### config.mk
export PLATFORM = sky130hd
export DESIGN_NAME = pq_array_ctrl
export DESIGN_NICKNAME = d
export VERILOG_FILES = /design/src/rtl/pq_array_ctrl.sv
export SDC_FILE = /design/constraint.sdc
export NUM_CORES = 1
export LEC_CHECK = 0
export ABC_CLOCK_PERIOD_IN_PS = 3000
export CAP_MARGIN = 0
export CORE_UTILIZATION = 45
export DETAILED_ROUTE_END_ITERATION = 6
export HOLD_SLACK_MARGIN = 0.08
export PLACE_DENSITY = 0.79
export REMOVE_ABC_BUFFERS = 1
export SETUP_SLACK_MARGIN = 0.1
export SKIP_LAST_GASP = 1
export SLEW_MARGIN = 15
export SYNTH_ARGS = -nofsm -noshare
export SYNTH_HDL_FRONTEND = slang
export SYNTH_SLANG_ARGS = --single-unit
### constraint.sdc
create_clock -name clk_i -period 3 [get_ports clk_i]
set_clock_uncertainty 0.15 [all_clocks]
set_input_delay 0.3 -clock clk_i [delete_from_list [all_inputs] [get_ports clk_i]]
set_output_delay 0.3 -clock clk_i [all_outputs]
set_load 0.005 [all_outputs]
### src/rtl/pq_array_ctrl.sv
// pq_array_ctrl: command front end for the priority-queue cell array; tracks occupancy and sequences push/pop/drop.
// Optional WAIT-state completion timeout enabled by defining PQ_CTRL_TIMEOUT_EN.
module pq_array_ctrl #(
  parameter int DEPTH     = 8,
  parameter int TW        = 4,
  parameter int PW        = 4,
  parameter int TO_CYCLES = 16
) (
  input  logic                         clk_i,
  input  logic                         rst_i,
  input  logic                         req_valid_i,
  output logic                         req_ready_o,
  input  logic [1:0]                   req_op_i,
  input  logic [TW-1:0]                req_id_i,
  input  logic [PW-1:0]                req_prio_i,
  output logic                         rsp_valid_o,
  input  logic                         rsp_ready_i,
  output logic                         rsp_err_o,
  output logic [TW-1:0]                rsp_id_o,
  output logic [PW-1:0]                rsp_prio_o,
  output logic                         push_o,
  output logic                         pop_o,
  output logic                         drop_o,
  output logic [TW-1:0]                data_id_o,
  output logic [PW-1:0]                data_prio_o,
  input  logic                         push_vld_i,
  input  logic                         pop_vld_i,
  input  logic                         drop_vld_i,
  input  logic                         drop_hit_i,
  input  logic [TW-1:0]                head_id_i,
  input  logic [PW-1:0]                head_prio_i,
  output logic [$clog2(DEPTH+1)-1:0]   count_o,
  output logic                         full_o,
  output logic                         empty_o
);
  localparam int CW = $clog2(DEPTH+1);
  localparam logic [1:0] OP_PUSH = 2'd0, OP_POP = 2'd1, OP_DROP = 2'd2;
  typedef enum logic [1:0] {IDLE, ISSUE, WAIT, RESP} state_t;
  state_t state;
  logic [1:0] op;
  logic reject, done, to_hit;
  assign full_o  = count_o == CW'(DEPTH);
  assign empty_o = count_o == '0;
  assign reject  = (req_op_i == OP_PUSH && (full_o || req_id_i == '0)) ||
                   (req_op_i == OP_POP && empty_o) || req_op_i == 2'd3;
  assign done    = (op == OP_PUSH && push_vld_i) || (op == OP_POP && pop_vld_i) ||
                   (op == OP_DROP && drop_vld_i);
`ifdef PQ_CTRL_TIMEOUT_EN
  localparam int TOW = $clog2(TO_CYCLES+1);
  logic [TOW-1:0] to_cnt;
  assign to_hit = to_cnt == TOW'(TO_CYCLES-1);
  always_ff @(posedge clk_i or posedge rst_i)
    if (rst_i) to_cnt <= '0;
    else to_cnt <= state == WAIT ? to_cnt + 1'b1 : '0;
`else
  // Never true for a legal TO_CYCLES: WAIT only leaves on a matching completion.
  assign to_hit = TO_CYCLES < 0;
`endif
  always_ff @(posedge clk_i or posedge rst_i)
    if (rst_i) begin
      state       <= IDLE;
      op          <= '0;
      req_ready_o <= 1'b1;
      rsp_valid_o <= 1'b0;
      rsp_err_o   <= 1'b0;
      rsp_id_o    <= '0;
      rsp_prio_o  <= '0;
      push_o      <= 1'b0;
      pop_o       <= 1'b0;
      drop_o      <= 1'b0;
      data_id_o   <= '0;
      data_prio_o <= '0;
      count_o     <= '0;
    end else begin
      push_o <= 1'b0;
      pop_o  <= 1'b0;
      drop_o <= 1'b0;
      case (state)
        IDLE: if (req_valid_i) begin
          op          <= req_op_i;
          req_ready_o <= 1'b0;
          if (reject) begin
            state       <= RESP;
            rsp_valid_o <= 1'b1;
            rsp_err_o   <= 1'b1;
            rsp_id_o    <= req_id_i;
          end else begin
            state       <= ISSUE;
            data_id_o   <= req_id_i;
            data_prio_o <= req_prio_i;
            push_o      <= req_op_i == OP_PUSH;
            pop_o       <= req_op_i == OP_POP;
            drop_o      <= req_op_i == OP_DROP;
          end
        end
        ISSUE: state <= WAIT;
        WAIT: if (done) begin
          state       <= RESP;
          rsp_valid_o <= 1'b1;
          rsp_id_o    <= op == OP_POP ? head_id_i : data_id_o;
          rsp_prio_o  <= op == OP_POP ? head_prio_i : '0;
          rsp_err_o   <= op == OP_DROP && !drop_hit_i;
          if (op == OP_PUSH && !full_o) count_o <= count_o + 1'b1;
          else if ((op == OP_POP || (op == OP_DROP && drop_hit_i)) && !empty_o) count_o <= count_o - 1'b1;
        end else if (to_hit) begin
          state       <= RESP;
          rsp_valid_o <= 1'b1;
          rsp_err_o   <= 1'b1;
          rsp_id_o    <= data_id_o;
        end
        RESP: if (rsp_ready_i) begin
          state       <= IDLE;
          req_ready_o <= 1'b1;
          rsp_valid_o <= 1'b0;
          rsp_err_o   <= 1'b0;
          rsp_id_o    <= '0;
          rsp_prio_o  <= '0;
        end
        default: state <= IDLE;
      endcase
    end
endmodule
# --- After elaboration in Yosys (flattened, before gate mapping) ---
# Index checks and enable logic that the tools add are counted.
totals:
  word_cells: 98
  inputBits: 26
  register_bits: 30
  output_inout_bits: 28
op_classes:
  n_eq_ne: 13
  reduce_logical: 34
  bitwise_logic: 1
  addsub: 2
  muxes: 35
op_table:
  columns: ["cell", "n"]
  rows:
  - ["2-to-1 mux 4 bit", 9]
  - ["2-to-1 mux 1 bit", 16]
  - ["AND reduction 3 bit", 5]
  - ["case mux 4 bit (3 select lines)", 1]
  - ["equality test 2 bit, second input constant", 5]
  - ["logical AND 1 bit", 9]
  - ["zero test 4 bit", 2]
  - ["2-to-1 mux 2 bit", 4]
  - ["inequality test 2 bit, second input constant", 4]
  - ["case mux 2 bit (4 select lines)", 1]
  - ["case mux 4 bit (2 select lines)", 1]
  - ["equality test 2 x 1 -> 1 bit, second input constant", 3]
  - ["zero test 2 bit", 3]
  - ["logical OR 1 bit", 6]
  - ["case mux 1 bit (3 select lines)", 2]
  - ["nonzero test 2 bit", 3]
  - ["AND reduction 5 bit", 1]
  - ["adder 4 x 1 -> 4 bit, second input constant", 1]
  - ["equality test 4 bit, second input constant", 1]
  - ["subtractor 4 x 1 -> 4 bit, second input constant", 1]
  - ["zero test 1 bit", 3]
  - ["nonzero test 3 bit", 1]
  - ["case mux 1 bit (2 select lines)", 1]
  - ["AND reduction 2 bit", 1]
  - ["NOT 1 bit", 1]

# --- Logic depth before layout (Yosys ltp) ---
# Gate-level depths: netlist (run 1).
depth:
  ltp_word: 8
  ltp_mapped: 9
  depth_no_buf: 9

# --- Worst setup path after synthesis (run 1) ---
# No wires, ideal clock.
synth_timing:
  path_type: "register -> register"
  start: "register count_o[1]"
  end: "register count_o[3]"
  synth_period_minus_slack_ns: 2.457
  t_arrival_ns: 2.166
  path_slack_ns: 0.543
  path_stages_with_launch: 10
  path_buffers: 0
  t_required_ns: 2.709
  setup_time_ns: 0.141
  cell_sequence: "dfrtp_1 > nor4b_2 > nor3_1 > inv_1 > ha_1 > a21o_1 > a21oi_1 > mux2_2 > a21oi_1 > a41oi_1"
synth_between:
  elab_chain_cells: 5
  word_cells_on_any_way: 12
  classes_between: "add/sub: 2; eq/ne: 1; mux: 2; reduce/logical: 7"
synth_rtl:
  columns: ["element", "line", "rtl"]
  rows:
  - ["start, declared", "32", "output logic [$clog2(DEPTH+1)-1:0] count_o,"]
  - ["start signal, assigned", "103", "if (op == OP_PUSH && !full_o) count_o <= count_o + 1'b1;"]
  - ["start signal, assigned", "104", "else if ((op == OP_POP || (op == OP_DROP && drop_hit_i)) && !empty_o) count_o <= count_o - 1'b1;"]
  - ["equality test 4 bit *", "42", "assign full_o = count_o == CW'(DEPTH);"]
  - ["named net full_o", "33", "output logic full_o,"]
  - ["zero test 1 bit *", "103", null]
  - ["logical AND 1 bit *", "103", null]
  - ["nonzero test 2 bit (no line)", null, null]
  - ["AND reduction 3 bit (no line)", null, null]
# Mark *: on every way through the listed nets, which the timed path passes. The rest lies on a longest branch. The select of a mux whose other input is x is not followed.
# A chain may end at the register's enable or synchronous reset.

# --- Worst setup path in the final report (run 1) ---
layout_timing:
  start: "register count_o[1]"
  end: "register count_o[3]"
layout_between:
  elab_chain_cells: 5
  word_cells_on_any_way: 12
  classes_between: "add/sub: 2; eq/ne: 1; mux: 2; reduce/logical: 7"
layout_rtl:
  columns: ["element"]
  rows:
  - ["parallel branches: the longest is 5 deep, another holds subtractor 4 x 1 -> 4 bit"]
# Several ways; the timed one is not identified. The select of a mux whose other input is x is not followed.

==> results of run 1 <==
## synthesized netlist by cell type (all sizes together)
cell type,number
xnor2,1
clkbuf,3
or2,1
nor2,3
nand3,7
nor4b,1
dfrtp,29
a41oi,1
a2111oi,1
o21ai,9
inv,16
nand2,16
xor2,1
nand2b,1
dfstp,1
o32ai,1
nand4,1
a21o,1
ha,6
nor2b,2
o211a,1
nand3b,2
nor3b,6
nor4,3
o32a,1
buf,2
mux2i,6
o211ai,1
nor3,3
mux2,14
fa,1
a21oi,10
## power by group through the flow
stage / logic [mW] / clock network (mW) / registers, mW
after floorplan: 0.772 / 0 / 0.759
after global placement: 1.25 / 0 / 0.756
after detailed placement: 1.29 / 0 / 0.776
after CTS: 1.30 / 0.329 / 0.767
after global routing: 1.43 / 0.348 / 0.797
final: 1.29 / 0.318 / 0.770
## worst paths after layout
check,depth (start not counted),startpoint,end
worst min register to register,1,data_prio_o[2],data_prio_o[2]
worst min-delay path,2,rst_i,data_id_o[3]
worst max register to register,9,count_o[1],count_o[3]
min in group clk_i,1,data_prio_o[2],data_prio_o[2]
worst max-delay path,9,count_o[1],count_o[3]
max in group asynchronous,3,rst_i,state[1]
## stage by stage
step / cells / utilization (%)
detailed placement: 247 / 64.8
CTS: 255 / 67.1
global placement: 247 / 64.8
floorplan: 147 / -
global route: 255 / 67.3
finish: 255 / 67.3
## critical path: stages, from the launching register on
cell and delay (ns):
dfrtp_1 0.48, nor4b_2 0.45, nor3_2 0.11, inv_1 0.13, ha_1 0.25, a21o_1 0.18
a21oi_1 0.25, mux2_2 0.36, a21oi_1 0.16, a41oi_1 0.06
## state kept, by name, summed over array words and instances (netlist names)
name / flops
count_o: 4
data_id_o: 4
data_prio_o: 4
drop_o: 1
op: 2
pop_o: 1
push_o: 1
req_ready_o: 1
rsp_err_o: 1
rsp_id_o: 4
rsp_prio_o: 4
rsp_valid_o: 1
state: 2
## kinds of logic after synthesis
| family | count (synthesis) | share of synthesized area, % |
|---|---|---|
| AOI/OAI and AO/OA | 26 | 10.8 |
| xor gates and xnor gates | 2 | 1.08 |
| adders and majority gates | 7 | 5.84 |
| buffers and inverters | 21 | 5.38 |
| DFF | 30 | 46.2 |
| muxes | 20 | 13.8 |
| and+or+nand+nor | 46 | 17.0 |
## layer usage
metal	global-route usage [%]	part of all wire, %
met4	8.14	1.4
met1	25.2	43
met2	35.4	51
met3	6.62	5.2
met5	0	0
## final cells by class
class	instances	area share (%)
Inverter	16	2.63
Sequential cell	30	33.0
Multi-Input combinational cell	101	34.9
Clock buffer	5	1.65
Clock inverter	3	1.76
Timing Repair Buffer	54	23.6
Tap cell	46	2.52
==> flow_metrics.tcl, run 1 <==
set metrics [dict create \
    finalPower_mw 2.38 \
    required_ns 3.06 \
    numClockSinks 30 \
    max_freq_mhz 370 \
    worstPathArrival_ns 2.77 \
    yosys_warnings 0 \
    synth_top_area_share_pct 44.5 \
    grt_max_degree 22 \
    insertion_delay_ns 0.34 \
    fill_cells 259 \
    dr.pass1.iters 4 \
    wirelength_mm 3.73 \
    die-area_um2 3860 \
    syn_avg_cell_area_um2 10.7 \
    numCtsBuffers 5 \
    power.internal_mw 1.50 \
    drive_gt1_share_pct 15.3 \
    clock_power_share_pct 13.4 \
    fin_crit_sh_pct 90.1 \
    critPathLaunchType "flip-flop" \
    synthDistinctLibCells 37 \
    gp_congestion 0.821 \
    clkTransAtPathRegs_ns 0.10 \
    n_antenna_cell 0 \
    hpwl_mm 2.83 \
    setup-tns-final_ns 0 \
    ff2ff_setup_slack_ns 0.30 \
    final_area_um2 2280 \
    final_hold_viol_count 0 \
    tightest_slew_ns 0.809 \
    layout_commonest_cell "clkdlybuf4s50_1" \
    status "finished clean" \
    die_w_um 62.2 \
    postCtsHoldBufs 0 \
    vias 1318 \
    ant_nets 0 \
    ctsResizeCount 0 \
    fin_crit_ns 2.70 \
    maxCapViolations 0 \
    die_y_um 62.2 \
    initial_core_util_pct 48.1 \
    rsz0062_at_grt "false" \
    antenna_found_initial 0 \
    ys_ff_latch 30 \
    postSynthCellCount 152 \
    grt_use_total_pct 21.1 \
    port_buffers 53 \
    post-route-worst-setup-slack_ns 0.297 \
    cts_tree "yes" \
    vias_per_cell 5.17 \
    multiInputGateArea_um2 795 \
    io_pins 54 \
    yosysSeqAreaShare_pct 46.2 \
    ir_worst_vdd_mv 0.661 \
    clockBufferDepth 2 \
    dpl-instance-area_um2 2200 \
    grt_pass1_vias 1356 \
    sw_frac_of_total_pct 37.0 \
    first_iter_violations 36 \
    critPathMaxFanout 6 \
    area_growth_pct 39.9 \
    place_ws_ns 0.326 \
    seq_power_share_pct 32.3 \
    finalSetupViolations 0 \
    nets 241 \
    layout_common_cells "clkdlybuf4s50_1, dfrtp_1, inv_1, nand2_1, mux2_2" \
    wire_per_inst_um 14.6 \
    whs_ns 0.269 \
    post-cts-setup-buffers 0 \
    synth.cell_area_um2 1630 \
    critPathKind "flip-flop to flip-flop" \
    synth_area_leaders "dfrtp_1, mux2_2, ha_1" \
    rows 21 \
    end_kind "flip-flop" \
    grt_first_pass_wirelength_mm 6.40 \
    p_comb_share_pct 54.3 \
    gr-total-overflow 0 \
    root_buffer "clkbuf_4" \
    ctsHtreeMaxLevel 2 \
    finalMaxSlewViolations 0 \
    coreArea_um2 3390 \
    leakagePower_nw 1.01 \
    worstHoldPathType "primary input to async pin" \
    yosysTopAreaCell "dfrtp_1" \
    p_sw_mw 0.880 \
    drc 0 \
    regArea_um2 752 \
    p_per_area_nw_per_um2 1040 \
    relSlewSlack_pct 46.0 \
]
Power figures use the tool's default switching activity.
==> run 2, diff against run 1 <==
--- a/config.mk
+++ b/config.mk
@@ -11,7 +11,6 @@
 export DETAILED_ROUTE_END_ITERATION = 6
 export HOLD_SLACK_MARGIN = 0.08
 export PLACE_DENSITY = 0.79
-export REMOVE_ABC_BUFFERS = 1
 export SETUP_SLACK_MARGIN = 0.1
 export SKIP_LAST_GASP = 1
 export SLEW_MARGIN = 15
==> flow_metrics.tcl, run 2 (synthesized netlist as in run 1, its figures left out) <==
set metrics [dict create \
    tightest_slew_ns 0.605 \
    gp_congestion 0.838 \
    synth_nets 185 \
    end_kind "flip-flop" \
    grt_use_total_pct 20.5 \
    hpwl_mm 2.78 \
    die_y_um 62.2 \
    drc 0 \
    p_per_area_nw_per_um2 1010 \
    root_buffer "clkbuf_4" \
    fin_crit_sh_pct 89.7 \
    ir_worst_vdd_mv 0.551 \
    drive_gt1_share_pct 13.5 \
    met1_usage_pct 27.2 \
    wirelength_mm 3.59 \
    first_iter_violations 33 \
    vias 1284 \
    postCtsHoldBufs 0 \
    rsz0062_at_grt "false" \
    worstPathArrival_ns 2.73 \
    setup-tns-final_ns 0 \
    ctsHtreeMaxLevel 2 \
    finalMaxSlewViolations 0 \
    dr.pass1.iters 4 \
    leakagePower_nw 0.987 \
    relSlewSlack_pct 59.3 \
    ant_nets 0 \
    met3_usage_pct 5.15 \
    die-area_um2 3860 \
    max_freq_mhz 372 \
    status "finished clean" \
    grt_first_pass_wirelength_mm 6.19 \
    port_buffers 53 \
    worstHoldPathType "primary input to async pin" \
    finalSetupViolations 0 \
    post-cts-setup-buffers 0 \
    gr-max-usage-layer "met2" \
    rows 21 \
    clkTransAtPathRegs_ns 0.09 \
    critPathMaxFanout 6 \
    fin_cells 254 \
    numCtsBuffers 5 \
    maxCapViolations 0 \
    nets 241 \
    insertion_delay_ns 0.32 \
    critPathLaunchType "flip-flop" \
    rr_worst_depth 9 \
    r2r-end "count_o[3]" \
    gr-total-overflow 0 \
    cts_tree "yes" \
    vias_per_cell 5.06 \
    fin_crit_ns 2.69 \
    timing.rr.start "count_o[0]" \
    grt_use_met2_pct 32.3 \
    io_pins 54 \
    area_growth_pct 37.6 \
    initial_core_util_pct 48.1 \
    grt_max_degree 17 \
    layout_commonest_cell "clkdlybuf4s50_1" \
    ctsResizeCount 0 \
    critPathKind "flip-flop to flip-flop" \
    numClockSinks 30 \
    grt_pass1_vias 1288 \
    dp_cells 247 \
    layout_common_cells "clkdlybuf4s50_1, dfrtp_1, inv_1, nand2_1, mux2_2" \
    wire_per_inst_um 14.1 \
    ff2ff_setup_slack_ns 0.31 \
    die_w_um 62.2 \
    required_ns 3.04 \
    clockBufferDepth 2 \
    antenna_found_initial 0 \
    n_antenna_cell 0 \
    coreArea_um2 3390 \
    final_hold_viol_count 0 \
]
==> run 2: worst max path at each step <==
stage	start	endpoint	slack [ns]
2_1_floorplan	count_o[1]	count_o[3]	0.54
3_3_place_gp	count_o[3]	count_o[3]	0.53
3_5_place_dp	count_o[1]	count_o[3]	0.35
4_1_cts	count_o[1]	count_o[3]	0.32
5_1_grt	count_o[0]	count_o[3]	0.16
6_report	count_o[0]	count_o[3]	0.31
==> run 2: layout make-up <==
cell class | count | area (um2)
Tap cell | 46 | 57.6
Inverter | 16 | 60.1
Timing Repair Buffer | 54 | 538
Clock buffer | 7 | 45.0
Multi-Input combinational cell | 101 | 790
Fill cell | 268 | 1150
Sequential cell | 30 | 752
==> run 2: critical path: stages (launching register included) <==
cell and delay [ns]:
dfrtp_1 0.53, nor4b_2 0.11, nor3_1 0.31, inv_1 0.15
ha_1 0.30, a21o_1 0.19, a21oi_1 0.24, mux2_2 0.38
a21oi_1 0.16, a41oi_1 0.06
==> run 2: per-layer routing <==
metal / part of all wire [%] / wire length [um]
met5: 0 / 0
met4: 1.6 / 59
met3: 6.1 / 218
met2: 47 / 1690
met1: 45 / 1620
==> run 2: where the power goes <==
| part | total [mW] | internal (mW) | switching [mW] |
|---|---|---|---|
| registers | 0.763 | 0.594 | 0.169 |
| logic | 1.30 | 0.735 | 0.563 |
| clock network | 0.214 | 0.0882 | 0.126 |
| total | 2.28 | 1.42 | 0.858 |
==> run 2: stage by stage <==
| step | instance area [um2] | utilization, % | hold slack, ns | worst slack, ns | total power [mW] |
|---|---|---|---|---|---|
| after floorplan | 1630 | - | 0.220 | 0.543 | 1.55 |
| after global placement | 2200 | 64.8 | 0.337 | 0.533 | 2.01 |
| after detailed placement | 2200 | 64.8 | 0.341 | 0.353 | 2.07 |
| after CTS | 2240 | 66.1 | 0.211 | 0.322 | 2.29 |
| after global routing | 2240 | 66.1 | 0.248 | 0.161 | 2.46 |
| final | 2240 | 66.1 | 0.202 | 0.308 | 2.28 |
